==> src/rtl/cpu_types_pkg.sv <==
// Shared CPU types plus the fetch-stage additions (next-PC select, fetch FSM states).
package cpu_types_pkg;

  typedef logic [31:0] word_t;

  typedef enum logic [5:0] {
    OP_RTYPE = 6'h00, OP_J = 6'h02, OP_JAL = 6'h03, OP_BEQ = 6'h04,
    OP_BNE = 6'h05, OP_ADDIU = 6'h09, OP_HALT = 6'h3F
  } opcode_t;

  typedef enum logic [5:0] {
    FN_SLL = 6'h00, FN_JR = 6'h08, FN_JALR = 6'h09, FN_ADD = 6'h20, FN_ADDU = 6'h21
  } funct_t;

  typedef enum logic [1:0] {
    PC_SEQ = 2'b00, PC_BRANCH = 2'b01, PC_JUMP = 2'b10, PC_REG = 2'b11
  } pc_src_t;

  typedef enum logic [1:0] {FETCH, EXEC, HALTED} fetch_state_t;

  localparam word_t WORD_INC = 32'd4;

  // Word-aligned, sign-extended branch displacement from an I-type immediate.
  function automatic word_t br_offset(word_t ins);
    return {{14{ins[15]}}, ins[15:0], 2'b00};
  endfunction

endpackage

==> src/rtl/fetch_next_pc.sv <==
// Combinational next-PC selection: sequential, branch, jump or register target.
module fetch_next_pc
  import cpu_types_pkg::*;
(
  input  word_t   pc,
  input  word_t   instr,
  input  pc_src_t pc_src,
  input  logic    bra,
  input  word_t   rs_data,
  output word_t   next_pc
);

  word_t seq_pc;
  assign seq_pc = pc + WORD_INC;

  always_comb begin
    next_pc = seq_pc;
    case (pc_src)
      PC_SEQ:    next_pc = seq_pc;
      PC_BRANCH: if (bra) next_pc = seq_pc + br_offset(instr);
      PC_JUMP:   next_pc = {seq_pc[31:28], instr[25:0], 2'b00};
      PC_REG:    next_pc = rs_data;
      default:   next_pc = seq_pc;
    endcase
  end

endmodule

==> src/rtl/fetch_unit.sv <==
// MIPS instruction-fetch stage: PC, iREN/ihit handshake, instruction register.
// Define FETCH_PERF_CNT_EN to add saturating fetch/redirect counters.
module fetch_unit
  import cpu_types_pkg::*;
#(
  parameter word_t PC0 = 32'h0000_0000
) (
  input  logic        CLK,
  input  logic        nRST,
  output logic        iREN,
  output word_t       iaddr,
  input  logic        ihit,
  input  word_t       imemload,
  input  logic        PC_EN,
  input  logic [1:0]  PC_src,
  input  logic        bra,
  input  word_t       rs_data,
  input  logic        halt,
  output word_t       instr,
  output logic        instr_valid,
  output opcode_t     opcode,
  output funct_t      funct,
  output word_t       pc_plus4,
  output logic        halted
`ifdef FETCH_PERF_CNT_EN
  ,
  output word_t       fetch_count,
  output word_t       redirect_count
`endif
);

  fetch_state_t state;
  word_t        pc, next_pc;
  logic         accept, stop, retire;

  fetch_next_pc u_next_pc (
    .pc     (pc),
    .instr  (instr),
    .pc_src (pc_src_t'(PC_src)),
    .bra    (bra),
    .rs_data(rs_data),
    .next_pc(next_pc)
  );

  assign accept = (state == FETCH) && ihit;
  assign stop   = (state == EXEC) && instr_valid && halt;
  assign retire = (state == EXEC) && instr_valid && !halt && PC_EN;

  // Gated by nRST so no read is requested while reset is held.
  assign iREN     = nRST && (state == FETCH);
  assign iaddr    = pc;
  assign pc_plus4 = pc + WORD_INC;
  assign opcode   = opcode_t'(instr[31:26]);
  assign funct    = funct_t'(instr[5:0]);

  always_ff @(posedge CLK or negedge nRST) begin
    if (!nRST) begin
      state       <= FETCH;
      pc          <= PC0;
      instr       <= '0;
      instr_valid <= 1'b0;
      halted      <= 1'b0;
    end else begin
      case (state)
        FETCH: if (accept) begin
          instr       <= imemload;
          instr_valid <= 1'b1;
          state       <= EXEC;
        end
        EXEC: if (stop) begin
          halted <= 1'b1;
          state  <= HALTED;
        end else if (retire) begin
          pc          <= next_pc;
          instr_valid <= 1'b0;
          state       <= FETCH;
        end
        HALTED: ;
        default: state <= FETCH;
      endcase
    end
  end

`ifdef FETCH_PERF_CNT_EN
  always_ff @(posedge CLK or negedge nRST) begin
    if (!nRST) begin
      fetch_count    <= '0;
      redirect_count <= '0;
    end else begin
      if (accept && fetch_count != '1) fetch_count <= fetch_count + 32'd1;
      if (retire && next_pc != pc_plus4 && redirect_count != '1)
        redirect_count <= redirect_count + 32'd1;
    end
  end
`endif

  // The controller must only retire once decode holds a valid instruction.
  a_late_pc_en: assert property (@(posedge CLK) disable iff (!nRST) !(PC_EN && state == FETCH));

endmodule

==> config.mk <==
export PLATFORM = sky130hd
export DESIGN_NAME = fetch_unit
export DESIGN_NICKNAME = d
export VERILOG_FILES = /design/src/rtl/cpu_types_pkg.sv /design/src/rtl/fetch_next_pc.sv /design/src/rtl/fetch_unit.sv
export SDC_FILE = /design/constraint.sdc
export NUM_CORES = 1
export LEC_CHECK = 0
export BUFFER_PORTS_ARGS = -buffer_cell sky130_fd_sc_hd__buf_2
export CORE_UTILIZATION = 45
export CTS_BUF_LIST = sky130_fd_sc_hd__clkbuf_4
export DETAILED_ROUTE_END_ITERATION = 16
export GPL_TIMING_DRIVEN = 0
export HOLD_SLACK_MARGIN = 0.03
export PLACE_DENSITY = 0.77
export SYNTH_ARGS = -nofsm -noshare
export SYNTH_HDL_FRONTEND = slang
export SYNTH_SLANG_ARGS = --single-unit
==> constraint.sdc <==
create_clock -name CLK -period 4 [get_ports CLK]
set_input_delay 1.2 -clock CLK [delete_from_list [all_inputs] [get_ports CLK]]
set_output_delay 1.2 -clock CLK [all_outputs]
set_load 0.005 [all_outputs]
==> qor.yml <==
postCtsHoldBufs: 0
synthesis.nets: 799
hold_path_class: "reg -> reg"
chip_height_um: 115
number_of_nets_in_the_layout: 1002
synth_edf_count: 0
root_buffer: "sky130_fd_sc_hd__clkbuf_4"
hpwl_mm: 15.5
clock_tree.buffer_depth: 2
grt_start_max_net_pins: 45
placement.io_buffers: 182
floorplan.initialDensity: 0.461
drtPass1Iterations: 5
synth-async-reset-ratio: 1.00
regArea_sq_um: 1710
floorplan.die_area_sq_um: 13300
leakage_nw: 3.43
synthDistinctLibCells: 63
arrival_ns: 2.72
pwr-share-comb: 0.675
cap_viol_max_count: 0
multiInputGateArea_sq_um: 3930
seq_power_share: 0.250
power_per_cell_area_nw_per_um2: 819
setup_viol: 0
first_pass_grt_wire_length_mm: 30.8
area_share_of_and_or_nand_nor_cells_after_synthesis: 0.179
remaining_max_slew_budget_at_the_tightest_pin: 0.218
placement_rows: 41
io-pin-count: 183
worst_ep_required_time_ns: 2.80
postRouteWirelength_mm: 20.3
clock_latency_ns: 0.44
route.detailed.vias_per_inst: 5.88
wire_per_inst_um: 18.9
groute.usage.overall: 0.306
skew_ns: 0.0123
post_synth_instance_area_sq_um: 5790
post_synth_mux_area_share: 0.0858
htree_num_levels: 3
worst_slew_pin_slew_ns: 1.17
rsz0062_at_grt: "yes"
grt-ovfl-total: 0
critPathKind: "reg -> out"
dpl_cell_area_sq_um: 6940
placed_cells_incl_taps: 1047
ir_worst_vdd_mv: 0.427
setup_total_negative_slack_ns: 0
antenna_cells_inserted: 0
cts.sinks: 68
ys_ff_latch: 68
share_of_the_synthesized_netlist_area_taken_by_xor_and_xnor_gates: 0.0772
finish.instance_area_sq_um: 7290
postSynthCellCount: 692
period_minus_slack_ns: 3.92
fin_crit_sh: 0.981
cts_buffers: 9
drive_gt1_frac: 0.328
timing.critical_path.to_type: "primary output"
worstSetupStartpointType: "flop"
layout-area-overhead-vs-synth_pct: 26.0
hold_viol_final: 0
ant_nets: 0
dr.first_iter.drc_count: 589
die_x_um: 115
clockPowerShare: 0.076
fillers: 1204
gp_congestion: 0.928
fmax_mhz: 255
dp_slack_ns: -0.329
ys_seq_area_frac: 0.294
timing.critical_path.fanout_max: 5
timing.final.max_slew_violations: 0
final_cell_count_no_fill: 1072
synth.avg_cell_area_sq_um: 8.36
clkSlewWorstSetupHoldPaths_ns: 0.11
route.detailed.drc: 0
core_region_area_sq_um: 12600
initial_antenna_violation_count: 0
tritoncts: "yes"
compound_gate_portion_of_the_synthesized_area: 0.237
synth_top_family_by_area: "compound AO/OA/AOI/OAI gates"
switchingPower_mw: 2.87
vias: 6307
status: "completed"
yosysWarnings: 0
adder_and_majority_cell_fraction_of_the_synthesized_area: 0.0770
switching_part_of_the_total_power: 0.481
commonest_register_cell_after_synthesis: "sky130_fd_sc_hd__dfrtp_1"
p_int_mw: 3.10
grt_pass1_vias: 5906
layout_setup_ws_ns: 0.0754
[repair_timing]
item                                   in CTS  in global routing
buffers inserted                            5                  4
endpoints found under the hold margin       0                  0
setup endpoints to repair                  12                 17
pin swaps                                   5                  9
resized for setup                           9                 24
[logic make-up after synthesis]
kind of cell | count (synthesis)
compound gates | 215
simple gates | 217
buf+inv | 62
flops | 68
mux | 44
fa+ha+maj | 35
xor+xnor | 51
[synthesized netlist by cell type, types with 3 or more instances]
library cell | number | area, sq um
sky130_fd_sc_hd__o21ai_0 | 61 | 305
sky130_fd_sc_hd__nor2b_1 | 4 | 25.0
sky130_fd_sc_hd__o21bai_1 | 3 | 22.5
sky130_fd_sc_hd__and4_1 | 3 | 26.3
sky130_fd_sc_hd__mux2_2 | 35 | 394
sky130_fd_sc_hd__nand3b_1 | 3 | 22.5
sky130_fd_sc_hd__o2111ai_1 | 3 | 26.3
sky130_fd_sc_hd__xnor2_1 | 31 | 272
sky130_fd_sc_hd__nor3b_1 | 3 | 22.5
sky130_fd_sc_hd__inv_1 | 20 | 75.1
sky130_fd_sc_hd__nand3_1 | 18 | 90.1
sky130_fd_sc_hd__or2_2 | 3 | 18.8
sky130_fd_sc_hd__or3_1 | 4 | 25.0
sky130_fd_sc_hd__a221oi_1 | 5 | 43.8
sky130_fd_sc_hd__xor2_1 | 20 | 175
sky130_fd_sc_hd__o31ai_1 | 3 | 22.5
sky130_fd_sc_hd__a21o_1 | 15 | 113
sky130_fd_sc_hd__nand2b_1 | 13 | 81.3
sky130_fd_sc_hd__o221ai_1 | 7 | 61.3
sky130_fd_sc_hd__nand2_1 | 67 | 251
sky130_fd_sc_hd__nor3_1 | 8 | 40.0
sky130_fd_sc_hd__a31oi_1 | 10 | 62.6
sky130_fd_sc_hd__nor4_1 | 3 | 18.8
sky130_fd_sc_hd__and3_1 | 12 | 75.1
sky130_fd_sc_hd__buf_2 | 3 | 15.0
sky130_fd_sc_hd__mux2i_1 | 8 | 80.1
sky130_fd_sc_hd__ha_1 | 34 | 425
sky130_fd_sc_hd__clkbuf_1 | 22 | 82.6
sky130_fd_sc_hd__nand4_1 | 9 | 56.3
sky130_fd_sc_hd__and2_1 | 7 | 43.8
sky130_fd_sc_hd__o21a_1 | 3 | 22.5
sky130_fd_sc_hd__a211oi_1 | 7 | 52.6
sky130_fd_sc_hd__a21oi_1 | 64 | 320
sky130_fd_sc_hd__dfrtp_1 | 68 | 1700
sky130_fd_sc_hd__a22oi_1 | 3 | 22.5
sky130_fd_sc_hd__nor2_1 | 57 | 214
sky130_fd_sc_hd__a21boi_0 | 3 | 22.5
sky130_fd_sc_hd__buf_4 | 14 | 105
sky130_fd_sc_hd__o22ai_1 | 6 | 37.5
[state kept, by name (all words and copies together), names as in the netlist]
| register | cells |
|---|---|
| instr | 32 |
| state | 2 |
| iaddr | 32 |
| instr_valid | 1 |
| halted | 1 |
[worst paths after layout]
path                                  startpoint               endpoint  slack, ns  depth (start not counted)
setup / recovery           iaddr[15]$_DFFE_PN0P_           pc_plus4[31]       0.08                          6
setup reg to reg           iaddr[15]$_DFFE_PN0P_  iaddr[31]$_DFFE_PN0P_       0.11                         15
max in group asynchronous                   nRST   iaddr[2]$_DFFE_PN0P_       2.77                          2
hold / removal                halted$_DFFE_PN0P_     halted$_DFFE_PN0P_       0.47                          1
hold reg to reg               halted$_DFFE_PN0P_     halted$_DFFE_PN0P_       0.47                          1
min in group asynchronous                   nRST  iaddr[23]$_DFFE_PN0P_       0.67                          1
[per-stage QoR]
step	hold WS, ns	utilization	power, mW
3_5_place_dp	0.455	0.553	5.28
3_3_place_gp	0.448	0.550	5.20
6_report	0.473	0.580	5.97
5_1_grt	0.518	0.580	6.46
4_1_cts	0.484	0.570	5.81
2_1_floorplan	0.459	-	3.98
[layout make-up]
| class | count | share of cell area |
|---|---|---|
| Clock inverter | 7 | 0.00927 |
| Multi-Input combinational cell | 562 | 0.539 |
| Timing Repair Buffer | 192 | 0.138 |
| Inverter | 21 | 0.0108 |
| Clock buffer | 9 | 0.00927 |
| Buffer | 41 | 0.0300 |
| Tap cell | 172 | 0.0295 |
| Sequential cell | 68 | 0.234 |
[worst max-delay path: stages (launching register included)]
cell and delay (ns):
sky130_fd_sc_hd__dfrtp_1 0.46, sky130_fd_sc_hd__and3_1 0.27, sky130_fd_sc_hd__nand3_1 0.26, sky130_fd_sc_hd__nor4_1 0.60, sky130_fd_sc_hd__nand3_1 0.17, sky130_fd_sc_hd__xnor2_1 0.36, sky130_fd_sc_hd__buf_2 0.19
[cells in the final DEF, fill, tap and decap left out, drive strengths merged, types with 4 or more instances in the layout]
cell type,count
dfrtp,68
clkinv,5
a21oi,64
and2,7
nand2b,13
mux2,35
nor2b,4
ha,34
or3,4
and3,13
nor3,9
o31ai,4
inv,20
xnor2,31
nand4,9
a221oi,5
a21o,15
nand2,67
o221ai,7
o21ai,61
mux2i,8
o22ai,6
nand3,18
buf,211
xor2,20
clkbuf,31
a211oi,8
a31oi,10
nor2,58
[routing by layer]
layer  wire length, um  GRT usage
met1              8440      0.398
met2              9020      0.483
met3              2020     0.0737
met4               783      0.139
met5                 0          0
[power groups by stage]
stage	combinational, mW	sequential, mW	clock [mW]
2_1_floorplan	2.61	1.36	0
3_3_place_gp	3.74	1.46	0
3_5_place_dp	3.81	1.47	0
4_1_cts	3.89	1.46	0.460
5_1_grt	4.42	1.55	0.490
6_report	4.03	1.49	0.453
Note: power is estimated with default switching activity, not from simulation.
